`config.mk`:
```
export PLATFORM = sky130hd
export DESIGN_NAME = rf_div_unit
export DESIGN_NICKNAME = d
export VERILOG_FILES = /design/src/rtl/div_pkg.sv /design/src/rtl/div_step.sv /design/src/rtl/rf_div_unit.sv
export SDC_FILE = /design/constraint.sdc
export NUM_CORES = 1
export LEC_CHECK = 0
export CORE_UTILIZATION = 55
export CTS_BUF_LIST = sky130_fd_sc_hd__clkbuf_2 sky130_fd_sc_hd__clkbuf_4 sky130_fd_sc_hd__clkbuf_8
export CTS_CLUSTER_DIAMETER = 50
export DETAILED_ROUTE_END_ITERATION = 16
export MAX_ROUTING_LAYER = met4
export PLACE_DENSITY = 0.9
export SLEW_MARGIN = 20
export SYNTH_ARGS = -nofsm -noshare
export SYNTH_HDL_FRONTEND = slang
export SYNTH_SLANG_ARGS = --single-unit
```
`constraint.sdc`:
```
create_clock -name clk -period 4 [get_ports clk]
set_clock_uncertainty 0.05 [all_clocks]
set_input_delay 0.6 -clock clk [delete_from_list [all_inputs] [get_ports clk]]
set_output_delay 0.6 -clock clk [all_outputs]
set_load 0.05 [all_outputs]
```
`src/rtl/div_pkg.sv`:
```
// div_pkg: shared widths, opcode/state encodings and special-result constants for the divide unit.
package div_pkg;
    localparam int XLEN = 32;
    localparam int AW   = 5;

    typedef enum logic [1:0] {OP_DIV = 2'b00, OP_DIVU = 2'b01, OP_REM = 2'b10, OP_REMU = 2'b11} op_e;
    typedef enum logic [1:0] {IDLE, ITER, FIXUP, WB} state_e;

    localparam logic [XLEN-1:0] DIV_ZERO_Q = '1;
    localparam logic [XLEN-1:0] INT_MIN    = {1'b1, {(XLEN-1){1'b0}}};
endpackage

```
`src/rtl/div_step.sv`:
```
// div_step: one combinational radix-2 restoring iteration on the {rem, quo} pair.
module div_step #(
    parameter int XLEN = div_pkg::XLEN
) (
    input  logic [XLEN-1:0] rem_i,
    input  logic [XLEN-1:0] quo_i,
    input  logic [XLEN-1:0] dvs_i,
    output logic [XLEN-1:0] rem_o,
    output logic [XLEN-1:0] quo_o
);
    logic [XLEN:0] sh;
    logic          borrow;

    // Partial remainder stays below the divisor, so the shifted value needs one extra bit.
    assign sh     = {rem_i, quo_i[XLEN-1]};
    assign borrow = sh < {1'b0, dvs_i};
    assign rem_o  = borrow ? sh[XLEN-1:0] : sh[XLEN-1:0] - dvs_i;
    assign quo_o  = {quo_i[XLEN-2:0], ~borrow};
endmodule

```
`src/rtl/rf_div_unit.sv`:
```
// rf_div_unit: multi-cycle RV32M DIV/DIVU/REM/REMU unit writing its result to the register file port 3.
module rf_div_unit
    import div_pkg::*;
#(
    parameter int XLEN = div_pkg::XLEN,
    parameter int AW   = div_pkg::AW
) (
    input  logic            clk,
    input  logic            rst_n,
    input  logic            start,
    input  logic [1:0]      op,
    input  logic [XLEN-1:0] rs1_val,
    input  logic [XLEN-1:0] rs2_val,
    input  logic [AW-1:0]   rd_addr,
    output logic            busy,
    output logic            done,
    output logic            we3,
    output logic [AW-1:0]   wa3,
    output logic [XLEN-1:0] wd3
);
    localparam int CW = $clog2(XLEN);

    state_e          state_q, state_d;
    op_e             op_q, op_d;
    logic [CW-1:0]   cnt_q, cnt_d;
    logic [AW-1:0]   rd_q, rd_d, wa_q, wa_d;
    logic [XLEN-1:0] rem_q, rem_d, quo_q, quo_d, dvs_q, dvs_d, wd_q, wd_d;
    logic            negq_q, negq_d, negr_q, negr_d;
    logic            busy_q, busy_d, done_q, done_d, we_q, we_d;
    logic [XLEN-1:0] step_rem, step_quo, a1, a2, spec_res, fix_res;
    logic            accept, sgn, s1, s2, special;

    assign accept   = state_q == IDLE && start;
    assign sgn      = ~op[0];
    assign s1       = sgn & rs1_val[XLEN-1];
    assign s2       = sgn & rs2_val[XLEN-1];
    assign a1       = s1 ? ~rs1_val + 1'b1 : rs1_val;
    assign a2       = s2 ? ~rs2_val + 1'b1 : rs2_val;
    assign special  = rs2_val == '0 || (sgn && rs1_val == INT_MIN && rs2_val == '1);
    assign spec_res = rs2_val == '0 ? (op[1] ? rs1_val : DIV_ZERO_Q) : (op[1] ? '0 : INT_MIN);
    assign fix_res  = op_q inside {OP_REM, OP_REMU} ? (negr_q ? ~rem_q + 1'b1 : rem_q)
                                                    : (negq_q ? ~quo_q + 1'b1 : quo_q);

    div_step #(.XLEN(XLEN)) u_step (
        .rem_i(rem_q),
        .quo_i(quo_q),
        .dvs_i(dvs_q),
        .rem_o(step_rem),
        .quo_o(step_quo)
    );

    always_ff @(posedge clk or negedge rst_n) begin
        if (!rst_n) state_q <= IDLE;
        else        state_q <= state_d;
    end

    always_comb begin
        state_d = state_q;
        case (state_q)
            IDLE:    state_d = accept ? (special ? WB : ITER) : IDLE;
            ITER:    state_d = cnt_q == CW'(XLEN-1) ? FIXUP : ITER;
            FIXUP:   state_d = WB;
            default: state_d = IDLE;
        endcase
    end

    always_comb begin
        op_d   = accept ? op_e'(op) : op_q;
        rd_d   = accept ? rd_addr : rd_q;
        negq_d = accept ? s1 ^ s2 : negq_q;
        negr_d = accept ? s1 : negr_q;
        dvs_d  = accept ? a2 : dvs_q;
        rem_d  = accept ? '0 : state_q == ITER ? step_rem : rem_q;
        quo_d  = accept ? a1 : state_q == ITER ? step_quo : quo_q;
        cnt_d  = accept ? '0 : state_q == ITER ? cnt_q + 1'b1 : cnt_q;
        wd_d   = accept && special ? spec_res : state_q == FIXUP ? fix_res : wd_q;
        busy_d = state_d != IDLE;
        done_d = state_d == WB;
        we_d   = state_d == WB && rd_d != '0;
        wa_d   = state_d == WB ? rd_d : wa_q;
    end

    always_ff @(posedge clk or negedge rst_n) begin
        if (!rst_n) begin
            op_q   <= OP_DIV;
            rd_q   <= '0;
            negq_q <= 1'b0;
            negr_q <= 1'b0;
            dvs_q  <= '0;
            rem_q  <= '0;
            quo_q  <= '0;
            cnt_q  <= '0;
            wd_q   <= '0;
            wa_q   <= '0;
            busy_q <= 1'b0;
            done_q <= 1'b0;
            we_q   <= 1'b0;
        end else begin
            op_q   <= op_d;
            rd_q   <= rd_d;
            negq_q <= negq_d;
            negr_q <= negr_d;
            dvs_q  <= dvs_d;
            rem_q  <= rem_d;
            quo_q  <= quo_d;
            cnt_q  <= cnt_d;
            wd_q   <= wd_d;
            wa_q   <= wa_d;
            busy_q <= busy_d;
            done_q <= done_d;
            we_q   <= we_d;
        end
    end

    assign busy = busy_q;
    assign done = done_q;
    assign we3  = we_q;
    assign wa3  = wa_q;
    assign wd3  = wd_q;
endmodule

```
==> impl_summary.log, run 1 <==
INFO  metric outcome = finished, final reports clean
INFO  metric hold_class = input port to async pin
INFO  metric setup_viol = 0
INFO  metric firstDrtPassIters = 6
INFO  metric dpl-instance-area = 0.0127 sq mm
INFO  metric synth_edf_count = 0
INFO  metric synth_top_flop_cell = sky130_fd_sc_hd__dfrtp_1
INFO  metric synthArstFlopShare = 100%
INFO  metric n_fill_cell = roughly 1.6k
INFO  metric yosysWarnings = 0
INFO  metric synthAdderAreaFrac = 4.54%
INFO  metric totalWireLength = roughly 32000 um
INFO  metric combinational_family_with_the_most_area_after_synthesis = compound AO/OA/AOI/OAI gates
INFO  metric ys_seq_elements = 151
INFO  metric die_w = around 140 um
INFO  metric io_buffers = about 110
INFO  metric max_slew_margin = 35.7%
INFO  metric synth-compound-area-share = 24.9%
INFO  metric switchingPower = 5.16 mW
INFO  metric startpoint_type = input port
INFO  metric route.detailed.wl_per_inst = between 15 and 20 um
INFO  metric setup_tns = 0 ns
INFO  metric place_ws = 0.0815 ns
INFO  metric grt_antenna_before_repair = 0
INFO  metric final-max-slew-violation-count = 0
INFO  metric synth.net_count = 1485
INFO  metric ir_drop = ~0.0004 V
INFO  metric grt.total_usage = 32.7%
INFO  metric layout_min_cycle_time = 3.56 ns
INFO  metric clk_latency_worst_skew_pair = between 0.4 and 0.5 ns
INFO  metric detail_route.drc_violations = 0
INFO  metric cts.sink_count = about 150
INFO  metric timing_worst_setup_path_type = input port to flip-flop
INFO  metric p_leak = around 5.4 nW
INFO  metric gp_congestion = ~1.0
INFO  metric seqPwrFrac = ~28%
INFO  metric maximum_clock_insertion_buffer_count = 2
INFO  metric power.internal = roughly 5.8 mW
INFO  metric clkSlewWorstSetupHoldPaths = roughly 0.080 ns
INFO  metric comb_power_share = around three fifths
INFO  metric number_of_global_route_vias_before_repair = between 10k and 15k
INFO  metric max_cap_violations = 0
INFO  metric detailroute.via_count = 10.9k
INFO  metric power_total = approximately 11 mW
INFO  metric global_route_wire_length_before_repair = 51700 um
INFO  metric portion_of_total_power_attributed_to_the_clock_network = a little under an eighth
INFO  metric yosys.cell_types.count = just over 60
INFO  metric cts_max_level = 4
INFO  metric final.hold.worst_slack = ~0.13 ns
INFO  metric power.share.switching = approximately 47%
INFO  metric critPathArrivalTime = around 3.9 ns
INFO  metric crit_start = rs1_val[1]
INFO  metric design.final.nets = 1569
INFO  metric cts_tree = yes
INFO  metric stdcell_count = around 1.7k
INFO  metric timing.final.hold_violations = 0
INFO  metric syn_avg_cell_area = ~8.2 sq um
INFO  metric post-cts-setup-buffer-count = 0
INFO  metric top_level_ports = around 110
INFO  metric synth.yosys.seq_area_share = ~34%
INFO  metric cts_inserted_buffers = 17
INFO  metric cts_resized = 0
INFO  metric synth_xor_xnor_area_share = between 10 and 15%
INFO  metric post-route-cell-area = between 0.01 and 0.015 sq mm
INFO  metric crit_path_max_fanout = 26
INFO  metric viasPerCell = ~6.3
INFO  metric yosys-mux-area-fraction = under 10%
INFO  metric placed_cells_incl_taps = around 1.7k
INFO  metric floorplan.die.height = 145 um
INFO  metric worstSetupEndpointType = flip-flop
INFO  metric initialDrtViolationCount = ~1.1k
INFO  metric floorplan.rows = about 50
INFO  metric fmax = 0.281 GHz
INFO  metric rsz_0062_raised_after_global_routing = false
INFO  metric insertedDiodeCount = 0
INFO  metric grt_remaining_overflow = 0
INFO  metric start_util = a little under three fifths
INFO  metric worst-endpoint-required = ~4.4 ns
INFO  metric worst_setup_slack_after_layout = ~0.44 ns
INFO  metric synth_cells = 1371
INFO  metric grt_start_max_net_pins = between 80 and 90
INFO  metric die_area = between 0.02 and 0.025 sq mm
INFO  metric cts.root.buffer_cell = sky130_fd_sc_hd__clkbuf_8
INFO  metric antenna_left = 0
INFO  metric layout-drive-gt1-share = under 10%
INFO  metric reg2reg_from = rem_q[13]
INFO  metric holdBufCountCts = 0
INFO  metric post_layout_utilization_of_the_core = 66.6%
INFO  metric synthSimpleGateAreaFrac = ~18%
INFO  metric timing_worst_slew_pin_value = ~0.96 ns
INFO  metric syn2layout_area_growth = 17.2%
INFO  metric power_density = 837 mW/mm^2
INFO  metric syn_area = 0.0112 sq mm
INFO  metric final.period_utilization = roughly nine tenths
INFO  metric dp_hpwl = 23400 um
INFO  metric floorplan.core_area = just under 0.02 sq mm
[worst max-delay path, stage by stage]
cell and delay, ns:
sky130_fd_sc_hd__clkdlybuf4s50_1 0.46, sky130_fd_sc_hd__inv_1 0.13, sky130_fd_sc_hd__ha_1 0.24, sky130_fd_sc_hd__nor4b_1 0.24, sky130_fd_sc_hd__nand2_1 0.17, sky130_fd_sc_hd__nor3_1 0.50
sky130_fd_sc_hd__nand2_1 0.22, sky130_fd_sc_hd__nor4_1 0.36, sky130_fd_sc_hd__buf_4 0.20, sky130_fd_sc_hd__o31ai_4 0.14, sky130_fd_sc_hd__buf_8 0.24, sky130_fd_sc_hd__buf_12 0.16
sky130_fd_sc_hd__a21oi_1 0.14, sky130_fd_sc_hd__a21o_1 0.10
[final cells by class]
cell class	instances	area, sq um	share of cell area [%]
clock inverters	9	123	0.934
inverters	56	210	1.60
well taps	265	332	2.53
clock buffers	22	297	2.26
multi-input cells	1078	6930	52.8
repair buffers	151	1450	11.0
flip-flops and latches	151	3780	28.8
[final timing paths]
path,end,slack (ns),cells after the start
min reg2reg,wd3[3],0.43,1
min in group clk,wd3[3],0.43,1
min,wd3[8],0.13,1
max reg2reg,wd3[31],0.44,9
max in group asynchronous,wa3[1],2.85,2
max,wd3[13],0.44,14
[flip-flops by register name (all words and copies together) (netlist names)]
name,flops
op_q,1
we3,1
wd3,32
cnt_q,5
rem_q,32
busy,1
wa3,5
negq_q,1
dvs_q,32
done,1
quo_q,32
state_q,2
rd_q,5
negr_q,1
[cells in the mapped netlist (all sizes together) (6+ instances only)]
master / n / area, sq um
dfrtp: 151 / 3780
nor2: 63 / 236
nand2: 182 / 683
o31ai: 32 / 254
or4: 11 / 90.1
or3: 17 / 121
nor3: 16 / 80.1
a21oi: 89 / 445
mux2i: 33 / 330
o41ai: 9 / 78.8
buf: 9 / 35.0
o211ai: 30 / 225
o22ai: 40 / 250
a31oi: 10 / 62.6
xor2: 57 / 499
inv: 56 / 210
ha: 39 / 488
nor4: 18 / 113
clkbuf: 77 / 289
nand3: 16 / 80.1
o21ai: 159 / 796
nand4b: 6 / 52.6
and3: 7 / 43.8
a21o: 36 / 270
xnor2: 85 / 744
nand2b: 21 / 131
or2: 6 / 37.5
a22o: 6 / 52.6
nand4: 19 / 119
nor2b: 12 / 75.1
[cells in the final DEF (no fill, tap or decap), drive strengths merged, types with 5 or more instances in the layout]
master / Yosys / layout
nand2: 182 / 182
o21ai: 159 / 159
dfrtp: 151 / 151
clkdlybuf4s50: 0 / 112
a21oi: 89 / 89
xnor2: 85 / 85
nor2: 63 / 63
xor2: 57 / 57
inv: 56 / 56
o22ai: 40 / 40
ha: 39 / 39
buf: 9 / 39
a21o: 36 / 36
mux2i: 33 / 33
o31ai: 32 / 32
o211ai: 30 / 30
clkbuf: 77 / 22
nand2b: 21 / 21
nand4: 19 / 19
nor4: 18 / 18
or3: 17 / 17
nor3: 16 / 16
nand3: 16 / 16
nor2b: 12 / 12
or4: 11 / 11
a31oi: 10 / 10
o41ai: 9 / 9
and3: 7 / 7
or2: 6 / 6
a22o: 6 / 6
nand4b: 6 / 6
a211oi: 5 / 5
o21bai: 5 / 5
clkinv: 0 / 5
[routing by layer]
| metal | wire length [um] | share of wire, % | track usage, % | vias to the layer above |
|---|---|---|---|---|
| li1 | - | - | - | 5107 |
| met2 | 14800 | 46 | 51.7 | 562 |
| met3 | 2890 | 9.0 | 5.76 | 102 |
| met1 | 13500 | 42 | 41.7 | 5109 |
| met5 | 0 | 0 | - | - |
| met4 | 939 | 2.9 | 13.2 | 0 |
[logic make-up after synthesis]
kind of cell | count (synthesis)
AO/OA/AOI/OAI | 452
AND/OR/NAND/NOR | 407
flip-flops | 151
XOR/XNOR | 142
buffers and inverters | 142
adder cells (fa/ha/maj) | 40
multiplexers | 37
[power groups by stage]
stage	registers (mW)	clock network, mW	logic [mW]
global route	3.14	1.33	7.40
global placement	3.00	0	6.35
finish	3.06	1.26	6.67
CTS	3.02	1.26	6.60
floorplan	2.82	0	5.07
detailed placement	3.05	0	6.54
Power figures use the tool's default switching activity.
==> run 2: changes to the inputs <==
Settings changed: RECOVER_POWER set to 50.
==> run 2 against run 1 <==
The flow now finishes with violations (max-capacitance violations, max-slew violations). Die area is the same. Utilization shrank 0.15 points. Global-route usage is the same. Fmax shrank 2.1%. Cell count is the same. Final area shrank 0.23%. Setup slack lost 0.075 ns. Hold slack gained 0.29 ns. Critical path type unchanged. Highest routed layer unchanged.
==> impl_summary.log, run 2 (synthesis gave the netlist of run 1 again) <==
INFO  metric clkSlewWorstSetupHoldPaths = 0.08 ns (about the same)
INFO  metric fmax = 0.275 GHz (-2.1%)
INFO  metric route.detailed.wl_per_inst = 18.5 um (about the same)
INFO  metric final.period_utilization = 90.9% (+1.9 points)
INFO  metric initialDrtViolationCount = 1066 (-2.9%)
INFO  metric syn2layout_area_growth = 17.0%
INFO  metric post-cts-setup-buffer-count = 0 (unchanged)
INFO  metric holdBufCountCts = 0 (unchanged)
INFO  metric insertedDiodeCount = 0 (unchanged)
INFO  metric gp_congestion = 1.01 (unchanged)
INFO  metric grt.total_usage = 32.7% (unchanged)
INFO  metric setup_tns = 0 ns (unchanged)
INFO  metric power_total = 11.0 mW (about the same)
INFO  metric antenna_left = 0 (unchanged)
INFO  metric die_w = 145 um (unchanged)
INFO  metric cts.sink_count = 151 (unchanged)
INFO  metric rsz_0062_raised_after_global_routing = false
INFO  metric outcome = finished with violations
INFO  metric placed_cells_incl_taps = 1701 (unchanged)
INFO  metric firstDrtPassIters = 6 (unchanged)
INFO  metric p_leak = 5.39 nW (-0.27%)
INFO  metric viasPerCell = 6.28 (about the same)
INFO  metric timing_worst_slew_pin_value = 2.12 ns (+1.15 ns)
INFO  metric clk_latency_worst_skew_pair = 0.47 ns (about the same)
INFO  metric design.final.nets = 1569 (unchanged)
INFO  metric cts_resized = 0 (unchanged)
INFO  metric maximum_clock_insertion_buffer_count = 2 (unchanged)
INFO  metric grt_start_max_net_pins = 85 (unchanged)
INFO  metric holdCritStartpoint = wd3[3]
INFO  metric timing.final.hold_violations = 0 (unchanged)
INFO  metric floorplan.rows = 51 (unchanged)
INFO  metric crit-reg2reg-capture = wd3[31]
INFO  metric totalWireLength = 32100 um (about the same)
INFO  metric cts_inserted_buffers = 17 (unchanged)
INFO  metric power_density = 839 mW/mm^2 (+0.28%)
INFO  metric stdcell_count = 1732 (unchanged)
INFO  metric most_frequent_standard_cell_in_the_layout_excluding_fill_and_tap_cells = sky130_fd_sc_hd__nand2_1
INFO  metric cts.root.buffer_cell = sky130_fd_sc_hd__clkbuf_8
INFO  metric detail_route.drc_violations = 0 (unchanged)
INFO  metric top_level_ports = 114 (unchanged)
INFO  metric setup_viol = 0 (unchanged)
INFO  metric crit_path_max_fanout = 18 (-31%)
INFO  metric cts_max_level = 4 (unchanged)
INFO  metric min_path_cells = 1
INFO  metric max_slew_margin = -41.1% (-77 points)
INFO  metric ff2ff_setup_slack = 0.44 ns (about the same)
INFO  metric hold_class = flip-flop to flip-flop
INFO  metric floorplan.core_area = 0.0197 sq mm (unchanged)
INFO  metric grt_antenna_before_repair = 0 (unchanged)
INFO  metric worst_r2r_path_depth = 9 (unchanged)
INFO  metric layout_min_cycle_time = 3.64 ns (+0.0750 ns)
INFO  metric number_of_global_route_vias_before_repair = 10.4k (unchanged)
INFO  metric final-max-slew-violation-count = 167 (+167)
INFO  metric global_route_wire_length_before_repair = 51700 um (unchanged)
INFO  metric start_util = 56.8% (unchanged)
INFO  metric detailroute.via_count = 10.9k (-0.037%)
INFO  metric critPathArrivalTime = 3.95 ns (+0.03 ns)
INFO  metric ir_drop = 0.000401 V (-0.63%)
INFO  metric reg2reg_from = rem_q[13]
INFO  metric io_buffers = 113 (unchanged)
INFO  metric violated_checks = max-capacitance violations, max-slew violations
INFO  metric timing_worst_setup_path_type = input port to flip-flop
INFO  metric floorplan.die.height = 145 um (unchanged)
INFO  metric worst-endpoint-required = 4.31 ns (-0.05 ns)
INFO  metric layout-drive-gt1-share = 6.13% (-0.27 points)
INFO  metric worstSetupEndpointType = flip-flop
INFO  metric cts_tree = yes
INFO  metric die_area = 0.0209 sq mm (unchanged)
INFO  metric max_cap_violations = 2 (+2)
INFO  metric dp_hpwl = 23400 um (unchanged)
INFO  metric grt_remaining_overflow = 0 (unchanged)
INFO  metric hold-path-endpoint = wd3[3]
INFO  metric n_fill_cell = 1624 (+0.43%)
INFO  metric startpoint_type = input port
INFO  metric layout_common_cells = 182 x sky130_fd_sc_hd__nand2_1, 157 x sky130_fd_sc_hd__o21ai_0, 150 x sky130_fd_sc_hd__dfrtp_1
## run 2: cell types whose count changed in the layout (fill, tap and decap cells not counted), sizes merged
cell / before / now
clkbuf: 22 / 29
clkdlybuf4s50: 112 / 111
buf: 39 / 32
dlygate4sd3: 0 / 1
## run 2: per-stage QoR
step / hold slack, ns / setup WS (ns) / utilization, % / instance area (sq um)
2_1_floorplan: 0.254 / 0.514 / - / 11200
3_3_place_gp: 0.412 / 0.127 / 64.4 / 12700
3_5_place_dp: 0.415 / 0.0815 / 64.4 / 12700
4_1_cts: 0.155 / 0.439 / 66.6 / 13100
5_1_grt: 0.447 / 0.253 / 66.4 / 13100
6_report: 0.426 / 0.363 / 66.4 / 13100
## run 2: per-layer routing
| layer | routed length, um | global-route usage, % | part of all wire [%] | vias up |
|---|---|---|---|---|
| li1 | - | - | - | 5114 |
| met1 | 13500 | 41.7 | 42 | 5107 |
| met2 | 14700 | 51.7 | 46 | 560 |
| met3 | 2940 | 5.76 | 9.2 | 95 |
| met4 | 988 | 13.2 | 3.1 | 0 |
| met5 | 0 | - | 0 | - |
## run 2: worst max-delay path, cell delays in order
cell                            delay [ns]
sky130_fd_sc_hd__dlygate4sd3_1        0.61
sky130_fd_sc_hd__clkbuf_1             0.81
sky130_fd_sc_hd__nand2_1              0.60
sky130_fd_sc_hd__nor2_1               0.73
sky130_fd_sc_hd__buf_4                0.31
sky130_fd_sc_hd__a32oi_1              0.11
sky130_fd_sc_hd__o21ai_0              0.17
## run 2: how the worst max path moves through the flow
stage                     slack [ns]  startpoint  cells past startpoint         to
after floorplan                 0.51  rs2_val[5]                     11     wd3[0]
after global placement          0.13  rs1_val[1]                     13    wd3[19]
after detailed placement        0.08  rs1_val[1]                     13     wd3[6]
after CTS                       0.44   rem_q[13]                      9    wd3[31]
after global routing            0.25  rs1_val[1]                     14    wd3[13]
final                           0.36       start                      7  quo_q[31]
## run 2: area by class of cell
type	count	area, sq um	area share [%]
clock inverters	9	123	0.936
repair buffers	151	1430	10.9
clock buffers	22	297	2.26
multi-input cells	1078	6930	52.9
well taps	265	332	2.53
flip-flops and latches	151	3780	28.9
inverters	56	210	1.61
## run 2: power breakdown
part / internal (mW) / total (mW) / leakage, nW / switching (mW)
registers: 2.17 / 3.06 / 1.78 / 0.894
clock network: 0.682 / 1.26 / 0.218 / 0.577
logic: 2.98 / 6.67 / 3.38 / 3.69
total: 5.83 / 11.0 / 5.39 / 5.16
==> run 3: changes to the inputs <==
Settings changed: HOLD_SLACK_MARGIN set to 0.15.
==> results of run 3 <==
The final DEF is identical to that of run 2; final timing and power are the same.
